--- config.mk ---
export PLATFORM = sky130hd
export DESIGN_NAME = usb_ep0_ctrl_flat
export DESIGN_NICKNAME = d
export VERILOG_FILES = /design/src/rtl/usb_ep0_if.sv /design/src/rtl/usb_ep0_ctrl.sv /design/src/flat_wrapper.sv
export SDC_FILE = /design/constraint.sdc
export NUM_CORES = 1
export LEC_CHECK = 0
export BUFFER_PORTS_ARGS = -buffer_cell sky130_fd_sc_hd__clkbuf_2
export CAP_MARGIN = 40
export CORE_UTILIZATION = 54
export DETAILED_ROUTE_END_ITERATION = 7
export GPL_TIMING_DRIVEN = 1
export PLACE_DENSITY_LB_ADDON = 0.15
export SLEW_MARGIN = 20
export SYNTH_ARGS = -nofsm -noshare
export SYNTH_HDL_FRONTEND = slang
export SYNTH_SLANG_ARGS = --single-unit
--- constraint.sdc ---
create_clock -name clk48mhz -period 3.9 [get_ports clk48mhz]
set_input_delay 0.39 -clock clk48mhz [delete_from_list [all_inputs] [get_ports clk48mhz]]
set_output_delay 0.39 -clock clk48mhz [all_outputs]
set_load 0.01 [all_outputs]
--- src/rtl/usb_ep0_if.sv ---
// Signals between the usb transaction core, the descriptor ROM and the EP0 sequencer.
// The master modport is the core/ROM side; the slave modport is the EP0 sequencer.
interface usb_ep0_if;
  logic       transaction_active;
  logic [3:0] endpoint;
  logic       direction_in;
  logic       setup;
  logic       data_strobe;
  logic [7:0] data_out;
  logic       success;
  logic [1:0] handshake;
  logic       data_toggle;
  logic [7:0] data_in;
  logic       data_in_valid;
  logic [4:0] desc_addr;
  logic [7:0] desc_data;
  logic [6:0] usb_address;
  logic       configured;

  modport master (
    output transaction_active, endpoint, direction_in, setup, data_strobe,
           data_out, success, desc_data,
    input  handshake, data_toggle, data_in, data_in_valid, desc_addr,
           usb_address, configured
  );

  modport slave (
    input  transaction_active, endpoint, direction_in, setup, data_strobe,
           data_out, success, desc_data,
    output handshake, data_toggle, data_in, data_in_valid, desc_addr,
           usb_address, configured
  );
endinterface

--- src/rtl/usb_ep0_ctrl.sv ---
// EP0 control sequencer: captures SETUP packets, serves the device descriptor from ROM,
// and runs the status stages for SET_ADDRESS / SET_CONFIGURATION.
module usb_ep0_ctrl #(
  parameter int DESC_LEN = 18,
  parameter int MAX_PKT  = 8
) (
  input  logic      clk48mhz,
  input  logic      rst,
  input  logic      usb_rst,
  usb_ep0_if.slave  bus
);

  typedef enum logic [2:0] {
    S_IDLE, S_DATA_IN, S_STATUS_OUT, S_STATUS_IN, S_STALL
  } state_t;

  localparam logic [1:0]  HS_ACK     = 2'b00;
  localparam logic [1:0]  HS_NONE    = 2'b01;
  localparam logic [1:0]  HS_NAK     = 2'b10;
  localparam logic [1:0]  HS_STALL   = 2'b11;
  localparam logic [15:0] MAX_PKT_H  = 16'(MAX_PKT);
  localparam logic [15:0] DESC_LEN_H = 16'(DESC_LEN);

  function automatic logic [15:0] sat_min(input logic [15:0] a, input logic [15:0] b);
    return (a < b) ? a : b;
  endfunction

  state_t     state;
  logic       active_q;
  logic       strobe_q;
  logic       succ_seen;
  logic [3:0] cnt;
  logic [7:0] setup_buf [8];
  logic [7:0] len;
  logic [7:0] offset;
  logic [7:0] idx;
  logic       toggle;
  logic [6:0] pending_addr;
  logic       addr_pending;
  logic [6:0] address_r;
  logic       configured_r;
  logic [4:0] desc_addr_r;
  logic [7:0] data_in_r;
  logic       data_in_valid_r;
  logic       vld_p0;
  logic       vld_p1;
  logic [1:0] hs;

  logic        strb_rise, start, fin, ep0;
  logic [7:0]  remain, pkt, len_next;
  logic [15:0] wlength;
  logic        req_get_dev, req_set_addr, req_set_cfg;

  assign strb_rise = bus.data_strobe & ~strobe_q;
  assign start     = bus.transaction_active & ~active_q;
  assign fin       = ~bus.transaction_active & active_q;
  assign ep0       = (bus.endpoint == 4'd0);

  assign remain   = len - offset;
  assign pkt      = 8'(sat_min({8'd0, remain}, MAX_PKT_H));
  assign wlength  = {setup_buf[7], setup_buf[6]};
  assign len_next = 8'(sat_min(wlength, DESC_LEN_H));

  assign req_get_dev  = (setup_buf[0] == 8'h80) && (setup_buf[1] == 8'h06) &&
                        (setup_buf[3] == 8'h01);
  assign req_set_addr = (setup_buf[0] == 8'h00) && (setup_buf[1] == 8'h05);
  assign req_set_cfg  = (setup_buf[0] == 8'h00) && (setup_buf[1] == 8'h09);

  always_comb begin
    hs = HS_NONE;
    if (!ep0)
      hs = HS_STALL;
    else if (bus.setup)
      hs = HS_ACK;
    else begin
      case (state)
        S_IDLE:       hs = HS_NAK;
        S_DATA_IN:    hs = HS_ACK;
        S_STATUS_OUT: hs = bus.direction_in ? HS_NAK : HS_ACK;
        S_STATUS_IN:  hs = bus.direction_in ? HS_ACK : HS_NAK;
        S_STALL:      hs = HS_STALL;
        default:      hs = HS_NONE;
      endcase
    end
  end

  assign bus.handshake     = hs;
  assign bus.data_toggle   = toggle;
  assign bus.data_in       = data_in_r;
  assign bus.data_in_valid = data_in_valid_r;
  assign bus.desc_addr     = desc_addr_r;
  assign bus.usb_address   = address_r;
  assign bus.configured    = configured_r;

  always_ff @(posedge clk48mhz) begin
    if (rst || usb_rst) begin
      state           <= S_IDLE;
      active_q        <= 1'b0;
      strobe_q        <= 1'b0;
      succ_seen       <= 1'b0;
      cnt             <= 4'd0;
      len             <= 8'd0;
      offset          <= 8'd0;
      idx             <= 8'd0;
      toggle          <= 1'b0;
      pending_addr    <= 7'd0;
      addr_pending    <= 1'b0;
      address_r       <= 7'd0;
      configured_r    <= 1'b0;
      desc_addr_r     <= 5'd0;
      data_in_r       <= 8'd0;
      data_in_valid_r <= 1'b0;
      vld_p0          <= 1'b0;
      vld_p1          <= 1'b0;
    end else begin
      active_q <= bus.transaction_active;
      strobe_q <= bus.data_strobe;
      vld_p0   <= 1'b0;
      // p0 -> p1: ROM registers the new address; p1 -> out: byte lands in data_in
      vld_p1   <= vld_p0;
      if (vld_p1 && state == S_DATA_IN) begin
        data_in_r       <= bus.desc_data;
        data_in_valid_r <= (idx < pkt);
      end

      if (ep0 && bus.setup) begin
        if (start)
          cnt <= 4'd0;
        if (strb_rise && cnt < 4'd8) begin
          setup_buf[cnt[2:0]] <= bus.data_out;
          cnt                 <= cnt + 4'd1;
        end
        if (bus.success && cnt == 4'd8) begin
          data_in_valid_r <= 1'b0;
          vld_p1          <= 1'b0;
          idx             <= 8'd0;
          if (req_get_dev) begin
            len    <= len_next;
            offset <= 8'd0;
            toggle <= 1'b1;
            state  <= S_DATA_IN;
          end else if (req_set_addr) begin
            pending_addr <= setup_buf[2][6:0];
            addr_pending <= 1'b1;
            toggle       <= 1'b1;
            state        <= S_STATUS_IN;
          end else if (req_set_cfg) begin
            configured_r <= (setup_buf[2] != 8'd0);
            toggle       <= 1'b1;
            state        <= S_STATUS_IN;
          end else begin
            state <= S_STALL;
          end
        end
      end else if (ep0 && state == S_DATA_IN && bus.direction_in) begin
        if (start) begin
          desc_addr_r <= offset[4:0];
          idx         <= 8'd0;
          vld_p0      <= 1'b1;
          succ_seen   <= 1'b0;
        end
        if (strb_rise && idx < pkt) begin
          idx         <= idx + 8'd1;
          desc_addr_r <= desc_addr_r + 5'd1;
          vld_p0      <= 1'b1;
          if (idx + 8'd1 >= pkt)
            data_in_valid_r <= 1'b0;
        end
        if (bus.success) begin
          succ_seen       <= 1'b1;
          offset          <= offset + pkt;
          toggle          <= ~toggle;
          data_in_valid_r <= 1'b0;
          if (offset + pkt == len)
            state <= S_STATUS_OUT;
        end
        // Packet lost: rewind so the next IN resends the same bytes with the same toggle
        if (fin && !succ_seen && !bus.success) begin
          idx             <= 8'd0;
          desc_addr_r     <= offset[4:0];
          data_in_valid_r <= 1'b0;
        end
      end else if (ep0 && bus.success) begin
        case (state)
          S_DATA_IN:    state <= S_IDLE;
          S_STATUS_OUT: if (!bus.direction_in) state <= S_IDLE;
          S_STATUS_IN: begin
            if (bus.direction_in) begin
              if (addr_pending)
                address_r <= pending_addr;
              addr_pending <= 1'b0;
              state        <= S_IDLE;
            end
          end
          default: ;
        endcase
      end
    end
  end

endmodule

--- src/flat_wrapper.sv ---
// flat-port wrapper written by rule: the top's interface ports become plain ports
module usb_ep0_ctrl_flat 
#(
  parameter int DESC_LEN = 18,
  parameter int MAX_PKT  = 8
)
  (clk48mhz, rst, usb_rst, bus_transaction_active, bus_endpoint, bus_direction_in, bus_setup, bus_data_strobe, bus_data_out, bus_success, bus_desc_data, bus_handshake, bus_data_toggle, bus_data_in, bus_data_in_valid, bus_desc_addr, bus_usb_address, bus_configured);
  usb_ep0_if bus_i ();
  input  logic clk48mhz;
  input  logic rst;
  input  logic usb_rst;
  input wire logic [$bits(bus_i.transaction_active)-1:0] bus_transaction_active;
  input wire logic [$bits(bus_i.endpoint)-1:0] bus_endpoint;
  input wire logic [$bits(bus_i.direction_in)-1:0] bus_direction_in;
  input wire logic [$bits(bus_i.setup)-1:0] bus_setup;
  input wire logic [$bits(bus_i.data_strobe)-1:0] bus_data_strobe;
  input wire logic [$bits(bus_i.data_out)-1:0] bus_data_out;
  input wire logic [$bits(bus_i.success)-1:0] bus_success;
  input wire logic [$bits(bus_i.desc_data)-1:0] bus_desc_data;
  output wire logic [$bits(bus_i.handshake)-1:0] bus_handshake;
  output wire logic [$bits(bus_i.data_toggle)-1:0] bus_data_toggle;
  output wire logic [$bits(bus_i.data_in)-1:0] bus_data_in;
  output wire logic [$bits(bus_i.data_in_valid)-1:0] bus_data_in_valid;
  output wire logic [$bits(bus_i.desc_addr)-1:0] bus_desc_addr;
  output wire logic [$bits(bus_i.usb_address)-1:0] bus_usb_address;
  output wire logic [$bits(bus_i.configured)-1:0] bus_configured;
  assign bus_i.transaction_active = bus_transaction_active;
  assign bus_i.endpoint = bus_endpoint;
  assign bus_i.direction_in = bus_direction_in;
  assign bus_i.setup = bus_setup;
  assign bus_i.data_strobe = bus_data_strobe;
  assign bus_i.data_out = bus_data_out;
  assign bus_i.success = bus_success;
  assign bus_i.desc_data = bus_desc_data;
  assign bus_handshake = bus_i.handshake;
  assign bus_data_toggle = bus_i.data_toggle;
  assign bus_data_in = bus_i.data_in;
  assign bus_data_in_valid = bus_i.data_in_valid;
  assign bus_desc_addr = bus_i.desc_addr;
  assign bus_usb_address = bus_i.usb_address;
  assign bus_configured = bus_i.configured;
  usb_ep0_ctrl #(.DESC_LEN(DESC_LEN), .MAX_PKT(MAX_PKT)) u_core (.clk48mhz(clk48mhz), .rst(rst), .usb_rst(usb_rst), .bus(bus_i));
endmodule
Word level (Yosys, flattened, before mapping) --
Memory sizes are Yosys's and may differ from the RTL's. Cells that the tools add are included.
Storage, ports and cells: input bits 28, bits in read-only memories 0, register bits after elaboration 67, output and inout port bits 25, latch bits 0, memories kept 1, logic and storage cells 174, RAM bits 64
Operators by class: magnitude comparators 5, muxes and demuxes 68, bitwise logic cells 11, equal/unequal tests 21, divide/modulo/power cells 0, multipliers 0, add/sub/neg operators 5, reductions and logical operators 45, shift-type cells 0
Memory list:
- u_core.setup_buf | words 8, bits a word 8, read ports 6, clocked after Yosys merged registers in 0, wr ports 1, line usb_ep0_ctrl.sv:33 | logic [7:0] setup_buf [8];
Operator list (number):
- 2-to-1 mux 8 bit | 13
- 2-to-1 mux 1 bit | 33
- 2-to-1 mux 3 bit | 11
- equality test 8 x 3 -> 1 bit, second input constant | 2
- < comparator 16 x 5 -> 1 bit, second input constant | 1
- 2-to-1 mux 5 bit | 3
- logical AND 1 bit | 14
- AND reduction 7 bit | 2
- nonzero test 2 bit | 7
- AND reduction 3 bit | 4
- AND reduction 4 bit | 3
- one-hot mux 2 bit (5 select lines) | 1
- one-hot mux 3 bit (3 select lines) | 1
- adder 8 x 1 -> 8 bit, second input constant | 1
- adder 8 bit | 1
- equality test 8 x 1 -> 1 bit, second input constant | 1
- equality test 8 x 4 -> 1 bit, second input constant | 1
- equality test 8 bit | 1
- equality test 8 bit, second input constant | 1
- >= comparator 8 bit | 1
- logical NOT 8 bit | 1
- < comparator 8 x 4 -> 1 bit, second input constant | 1
- < comparator 8 bit | 1
- 2-to-1 mux 2 bit | 4
- 28 further kinds | 46

Longest topological paths before layout --
Gate-level depths: netlist (run 1).
depth in word-level cells 11, mapped depth 18, gate-level depth less buffers 18

Worst setup path after synthesis (run 1) --
OpenSTA, ideal clock, no wires.
path type flip-flop to flip-flop, start register u_core.offset[0], end register u_core.idx[4], data required time 3.818 ns, path slack -0.134 ns, data arrival time 3.951 ns, path buffers 0, clock period less this slack 4.034 ns, library setup time 0.082 ns, stages on the path, launching flop included 17, cell sequence dfxtp_1 ha_1 inv_1 fa_1 a21oi_1 o2bb2ai_1 or2_2 a2111oi_2 a311oi_2 or3_1 ha_1 nor2b_1 o31ai_1 a21oi_1 or3_1 or4_1 o221ai_1
On the way: cells in the longest elaborated chain, start to end 9
RTL lines:
- start, declared | line usb_ep0_ctrl.sv:35 | logic [7:0] offset;
- start signal, assigned | line usb_ep0_ctrl.sv:171 | offset <= offset + pkt;
- subtractor 8 bit * | line usb_ep0_ctrl.sv:59 | assign remain = len - offset;
- < comparator 8 x 4 -> 1 bit | line usb_ep0_ctrl.sv:25 | return (a < b) ? a : b;
- 2-to-1 mux 8 bit * | line usb_ep0_ctrl.sv:25
- < comparator 8 bit * | line usb_ep0_ctrl.sv:162 | if (strb_rise && idx < pkt) begin
- logical AND 1 bit * | line usb_ep0_ctrl.sv:162
- 2-to-1 mux 8 bit | line usb_ep0_ctrl.sv:162
- 2-to-1 mux 8 bit | line usb_ep0_ctrl.sv:178 | if (fin && !succ_seen && !bus.success) begin
- 2-to-1 mux 8 bit | line usb_ep0_ctrl.sv:155 | end else if (ep0 && state == S_DATA_IN && bus.direction_in) begin
- 2-to-1 mux 8 bit | line usb_ep0_ctrl.sv:126 | if (ep0 && bus.setup) begin
- end signal, assigned | line usb_ep0_ctrl.sv:163 | idx <= idx + 8'd1;
- end, declared | line usb_ep0_ctrl.sv:36 | logic [7:0] idx;
Mark *: on every way between the ends. The rest lies on a longest branch, timed or not. The select of a mux whose other input is x is not followed. A chain may end at the register's enable or synchronous reset.

Worst setup path after layout (run 1) --
start register u_core.len[0], end register u_core.desc_addr_r[3], in the netlist u_core.bus.desc_addr[3]
On the way: cells in the longest elaborated chain, start to end 7
RTL lines:
- start, declared | line usb_ep0_ctrl.sv:34 | logic [7:0] len;
- start signal, assigned | line usb_ep0_ctrl.sv:138 | len <= len_next;
- subtractor 8 bit * | line usb_ep0_ctrl.sv:59
- < comparator 8 x 4 -> 1 bit | line usb_ep0_ctrl.sv:25
- 2-to-1 mux 8 bit * | line usb_ep0_ctrl.sv:25
- < comparator 8 bit * | line usb_ep0_ctrl.sv:162
- logical AND 1 bit * | line usb_ep0_ctrl.sv:162
- nonzero test 3 bit (no source line) / 2-to-1 mux 5 bit (equally long branches)
- AND reduction 3 bit (no source line) / 2-to-1 mux 5 bit (equally long branches)
- end signal, assigned | line usb_ep0_ctrl.sv:157 | desc_addr_r <= offset[4:0];
- end signal, assigned | line usb_ep0_ctrl.sv:164 | desc_addr_r <= desc_addr_r + 5'd1;
- end signal, assigned | line usb_ep0_ctrl.sv:180 | desc_addr_r <= offset[4:0];
- end, declared | line usb_ep0_ctrl.sv:42 | logic [4:0] desc_addr_r;
Mark *: on every way between the ends. The rest lies on a longest branch, timed or not.

==> impl_metrics.yaml, run 1 <==
floorplanning:
  rows: 37
  die_width_um: 106
  initial_utilization: 0.561
  dieHeight_um: 106
  die-area_mm2: 0.0112
  io_pins: 53
  core_mm2: 0.0104
placed_design:
  portBuffers: 52
  dp_hpwl_mm: 10.3
  gp_congestion: 0.969
  dp_cells: 821
  place_ws_ns: -0.286
yosys:
  synth_area_mm2: 0.00581
  async_flop_share: 0
  synth_ff_type: "dfxtp_1"
  synth_edf_count: 48
  ys_seq_area_frac: 0.479
  yosys_warnings: 0
  ys_types: 66
  postSynthAreaPerCell_um2: 9.89
  ys_ff_latch: 115
  synth_cells: 588
sta:
  setup_viol: 12
  min_period_over_period: 1.04
  final.setup.worst_slack_ns: -0.163
  rsz0062_at_grt: "yes"
  skew_ns: 0.00886
  fmax_ghz: 0.246
  setup_tns_ns: -1.02
  maxSlewViolCount: 0
  period_minus_slack_ns: 4.06
  whs_ns: 0.0876
  maxSlewHeadroom: 0.455
  hold_viol: 0
  worst_slew_pin_slew_ns: 0.809
worst_setup_path:
  max_stage_delay_ns: 0.38
  end_kind: "flop"
  critPathMaxFanout: 6
  cp_data_arrival_time_ns: 4.48
  critical_path_class: "reg -> reg"
  rrSetupSlack_ns: -0.16
  cp_data_required_time_ns: 4.31
  start_kind: "flop"
  slowest_stage: "or3_4"
  worstPathCellList: "inv_2, ha_4, inv_2, fa_2, a21oi_4, o2bb2ai_4, or2_4, a2111oi_4, a311oi_4, buf_4, or3_4, ha_4, o21a_1, o31ai_4, a21oi_2, buf_4, nor3_4, buf_6, mux2i_1, o32ai_1"
cells_and_area:
  fin_nets: 780
  n_antenna_cell: 0
  layout-drive-gt1-share: 0.275
  area_growth_syn_to_layout_pct: 30.4
  layout_commonest_cell: "dfxtp_1"
  mostFrequentLayoutCells: "dfxtp_1 (64), nor2_1 (63), clkbuf_2 (52), buf_4 (52), edfxtp_1 (48)"
  finalNonFillerCells: 864
  final_util: 0.731
pwr:
  seqPwrFrac: 0.427
  p_leak_nw: 2.93
  swShare: 0.229
  pwr-share-comb: 0.039
  ir_drop_mv: 0.382
  internal_power_mw: 2.26
  power_density_mw_per_mm2: 387
  p_clk_frac: 0.535
  p_sw_uw: 671
grt:
  grt_use_total: 0.274
  grt_pass1_wl_mm: 23.7
  grt_start_max_net_pins: 53
  grt_pass1_vias: 4862
  grt-ovfl-total: 0
  grt_antenna_before_repair: 0
detailed_routing:
  firstDrtPassIters: 5
  vias: 4967
  drt-initial-drc-count: 406
  wire_per_inst_um: 16.7
  ant_nets: 0
  drc: 0
  finalWirelength_mm: 14.4
  vias_per_cell: 5.75
outcome:
  violations: "setup timing"
  run_status: "complete, but fails checks"
clock_network:
  cts_hold_buf: 0
  cts_made_buffers: 17
  clockBufferDepth: 2
  cts_tree: "yes"
  clk_latency_ns: 0.52
  htree_levels: 4
  cts-root-buf: "clkbuf_8"
  numClockSinks: 115
  path_clk_slew_ns: 0.06
run:
  maxCapViolCount: 0
worst_hold_path:
  min_path_type: "in -> reg"
==> Yosys cell counts, types with 3 or more instances <==
master	instances	area share
o2bb2ai_1	3	0.0045
or2_2	4	0.0043
a21oi_1	37	0.032
nor3_1	11	0.0095
nand4_1	11	0.012
and3_1	3	0.0032
a311oi_1	3	0.0045
o32ai_1	4	0.0060
nand2b_1	13	0.014
and2_1	6	0.0065
xnor2_1	12	0.018
or4_1	3	0.0039
nor4b_1	3	0.0045
nand2_1	47	0.030
o221ai_1	6	0.0090
edfxtp_1	48	0.25
o21a_1	3	0.0039
o31ai_1	4	0.0052
nor2b_1	5	0.0054
dfxtp_1	67	0.23
nor3b_1	4	0.0052
a22oi_1	7	0.0090
inv_1	29	0.019
nor4_1	7	0.0075
nand3_1	22	0.019
o21ai_0	24	0.021
buf_2	3	0.0026
ha_1	35	0.075
or3_1	7	0.0075
xor2_1	6	0.0090
clkbuf_1	10	0.0065
mux2i_1	21	0.036
a211oi_1	10	0.013
nor2_1	64	0.041
==> power groups by stage <==
stage | clock network (mW) | logic [mW] | registers (mW)
6_report | 1.57 | 0.113 | 1.25
5_1_grt | 1.65 | 0.122 | 1.25
4_1_cts | 1.58 | 0.105 | 1.25
3_5_place_dp | 0 | 0.0975 | 1.28
3_3_place_gp | 0 | 0.0960 | 1.28
2_1_floorplan | 0 | 0.0511 | 1.28
==> critical path: cells and delay by family (launching register included) <==
kind / cells / cell delay, ns
compound gates: 8 / 1.47
fa+ha+maj: 3 / 0.75
simple gates: 3 / 0.67
buf+inv: 5 / 0.60
flops: 1 / 0.33
mux: 1 / 0.13
==> sequential cells by signal, indices dropped and copies added (netlist names) <==
register and cells:
u_core.setup_buf 48, u_core.bus.data_in 8, u_core.idx 8, u_core.len 8, u_core.offset 8, u_core.bus.usb_address 7, u_core.pending_addr 7, u_core.bus.desc_addr 5
u_core.cnt 4, u_core.state 3, u_core.active_q 1, u_core.addr_pending 1, u_core.bus.configured 1, u_core.bus.data_in_valid 1, u_core.bus.data_toggle 1, u_core.strobe_q 1
u_core.succ_seen 1, u_core.vld_p0 1, u_core.vld_p1 1
==> what timing repair did <==
action | CTS | global route
gates resized for setup | 22 | 29
buffers inserted | 7 | 4
endpoints found under the setup margin | 16 | 20
pin swaps | 10 | 7
==> area by class of cell <==
cell class / instances / area (µm²)
clock buffers: 18 / 439
clock inverters: 14 / 164
fillers: 781 / 2790
inverters: 29 / 109
multi-input cells: 440 / 3180
flip-flops and latches: 115 / 2790
well taps: 136 / 170
repair buffers: 112 / 737
==> cell families after synthesis <==
family,synth area share
buffers and inverters,0.0278
muxes,0.0362
AOI/OAI and AO/OA,0.151
and+or+nand+nor,0.195
other,0.00129
adders and majority gates,0.0822
DFF,0.479
xor gates and xnor gates,0.0271
==> stage by stage <==
stage	cell area, µm²	power [mW]
final	7580	2.93
after global routing	7580	3.02
after CTS	7450	2.94
after detailed placement	6680	1.38
after global placement	6680	1.37
after floorplan	5940	1.33
==> layer usage <==
metal  track usage  part of all wire
met1         0.368              0.45
met4         0.112             0.022
met3        0.0495             0.042
met5             0                 0
met2         0.436              0.49
==> worst paths after layout <==
| check | startpoint | end | depth (start not counted) |
|---|---|---|---|
| worst min register to register | u_core.bus.data_in[6] | u_core.bus.data_in[6] | 2 |
| worst max register to register | u_core.len[0] | u_core.bus.desc_addr[3] | 20 |
| worst min-delay path | bus_desc_data[2] | u_core.bus.data_in[2] | 3 |
| worst max-delay path | u_core.len[0] | u_core.bus.desc_addr[3] | 20 |
Power figures use the tool's default switching activity.
==> inputs of run 2 (changes only) <==
--- a/config.mk
+++ b/config.mk
@@ -11,6 +11,7 @@
 export DETAILED_ROUTE_END_ITERATION = 7
 export GPL_TIMING_DRIVEN = 1
 export PLACE_DENSITY_LB_ADDON = 0.15
+export SKIP_LAST_GASP = 1
 export SLEW_MARGIN = 20
 export SYNTH_ARGS = -nofsm -noshare
 export SYNTH_HDL_FRONTEND = slang
==> run 2 against run 1 <==
  * The flow still finishes with violations (setup timing)
  * Routed wire length is 0.24% lower
  * First-iteration DRC count is 1.2% lower
  * Die area stayed put
  * Sequential share of layout area hardly changed
  * Total power hardly changed
  * Sequential cell count stayed put
  * Cell count stayed put
  * Hold slack worse by 0.0012 ns
  * Worst setup slack worse by 0.00093 ns
  * Combinational power hardly changed
  * Clock skew is 0.0024 ns higher
  * Critical path type unchanged
  * Critical endpoint unchanged
  * Highest routed layer unchanged
==> impl_metrics.yaml, run 2 (synthesis results as in run 1) <==
clock_network:
  htree_levels: 4
  cts-root-buf: "clkbuf_8"
  cts_tree: "yes"
  numClockSinks: 115
  path_clk_slew_ns: 0.06
  cts_hold_buf: 0
  cts_made_buffers: 17
  clk_latency_ns: 0.53
  clockBufferDepth: 2
cells_and_area:
  largest_reg_flops: 48
  layout-drive-gt1-share: 0.273
  layout_commonest_cell: "dfxtp_1"
  area_growth_syn_to_layout_pct: 30.4
  mostFrequentLayoutCells: "dfxtp_1 (64), nor2_1 (63), clkbuf_2 (52), buf_4 (52), edfxtp_1 (48)"
  fin_nets: 780
  n_antenna_cell: 0
grt:
  grt_use_total: 0.274
  grt_antenna_before_repair: 0
  grt-ovfl-total: 0
  grt_start_max_net_pins: 53
  grt_pass1_vias: 4862
  grt_pass1_wl_mm: 23.7
detailed_routing:
  vias_per_cell: 5.77
  ant_nets: 0
  top_layer_used: "met4"
  firstDrtPassIters: 5
  vias: 4988
  finalWirelength_mm: 14.4
  drt-initial-drc-count: 401
  wire_per_inst_um: 16.7
  dr_wl_met3_um: 535
  wl_met1_mm: 6.54
  wl_met2_mm: 7.04
  drc: 0
sta:
  maxSlewViolCount: 0
  period_minus_slack_ns: 4.06
  whs_ns: 0.0864
  hold_viol: 0
  worst_slew_pin_slew_ns: 0.814
  rsz0062_at_grt: "yes"
  fmax_ghz: 0.246
  final.setup.worst_slack_ns: -0.164
  maxSlewHeadroom: 0.452
  setup_viol: 11
  skew_ns: 0.0113
  min_period_over_period: 1.04
pwr:
  power_density_mw_per_mm2: 387
  p_clk_frac: 0.535
  swShare: 0.229
  ir_drop_mv: 0.382
  p_sw_uw: 673
  total_power_mw: 2.94
  pwr-share-comb: 0.038
  seqPwrFrac: 0.427
  p_leak_nw: 2.93
  internal_power_mw: 2.26
worst_setup_path:
  end_kind: "flop"
  start_kind: "flop"
  cp_data_required_time_ns: 4.31
  critical_path_class: "reg -> reg"
  cp_data_arrival_time_ns: 4.48
  critPathMaxFanout: 6
floorplanning:
  rows: 37
  die-area_mm2: 0.0112
  io_pins: 53
  die_width_um: 106
  initial_utilization: 0.561
  dieHeight_um: 106
  core_mm2: 0.0104
run:
  maxCapViolCount: 0
worst_hold_path:
  min_path_type: "in -> reg"
outcome:
  violations: "setup timing"
  run_status: "complete, but fails checks"
placed_design:
  dp_hpwl_mm: 10.3
  gp_congestion: 0.969
  portBuffers: 52
-- run 2: cell types whose count changed in the layout (fill, tap and decap cells not counted) --
cell	change
o21ai_1	-1
o21ai_0	+1
a21oi_2	-1
a21oi_1	+1
-- run 2: metrics by stage --
step           TNS, ns  instance area [µm²]  utilization  cells  worst slack, ns
3_5_place_dp     -2.96                 6680        0.645    821           -0.286
4_1_cts         -0.680                 7450        0.719    860           -0.130
6_report        -0.985                 7580        0.731    864           -0.164
2_1_floorplan   -0.159                 5940            -    597          -0.0572
5_1_grt          -3.43                 7580        0.731    864           -0.287
3_3_place_gp     -1.88                 6680        0.645    821           -0.202
-- run 2: repair_timing --
| action | CTS | global route |
|---|---|---|
| gates cloned | 0 | 0 |
| pin swaps | 10 | 7 |
| setup endpoints to repair | 16 | 20 |
| gates resized for setup | 22 | 27 |
| setup buffers | 7 | 4 |
-- run 2: worst max-delay path, cell delays in order, from the launching register on --
cell	delay, ns
dfxtp_2	0.33
inv_2	0.07
ha_4	0.12
inv_2	0.03
fa_2	0.36
a21oi_4	0.18
o2bb2ai_4	0.10
or2_4	0.25
a2111oi_4	0.35
a311oi_4	0.11
buf_4	0.17
or3_4	0.38
ha_4	0.27
o21a_1	0.15
o31ai_4	0.09
a21oi_2	0.22
buf_4	0.18
nor3_4	0.04
buf_6	0.15
mux2i_1	0.13
o32ai_1	0.28
-- run 2: final cells by class --
| class | count | area, µm² |
|---|---|---|
| Clock buffer | 18 | 439 |
| Clock inverter | 14 | 164 |
| Fill cell | 784 | 2790 |
| Inverter | 29 | 109 |
| Multi-Input combinational cell | 440 | 3170 |
| Sequential cell | 115 | 2790 |
| Tap cell | 136 | 170 |
| Timing Repair Buffer | 112 | 737 |
-- run 2: routing by layer --
metal	up-vias	GRT usage
met1	2401	0.368
met2	136	0.436
met4	0	0.112
li1	2424	-
met3	27	0.0495
met5	-	0
-- run 2: final timing paths --
path                    startpoint                      end  slack (ns)  cells past startpoint
max reg2reg          u_core.len[0]  u_core.bus.desc_addr[3]       -0.16                     20
max                  u_core.len[0]  u_core.bus.desc_addr[3]       -0.16                     20
min reg2reg  u_core.bus.data_in[6]    u_core.bus.data_in[6]        0.46                      2
min               bus_desc_data[6]    u_core.bus.data_in[6]        0.09                      3
-- run 2: power by group through the flow --
stage	Clock, mW	Sequential (mW)	Combinational [mW]
floorplan	0	1.28	0.0511
global placement	0	1.28	0.0960
detailed placement	0	1.28	0.0975
CTS	1.58	1.25	0.105
global route	1.65	1.25	0.121
finish	1.57	1.25	0.113
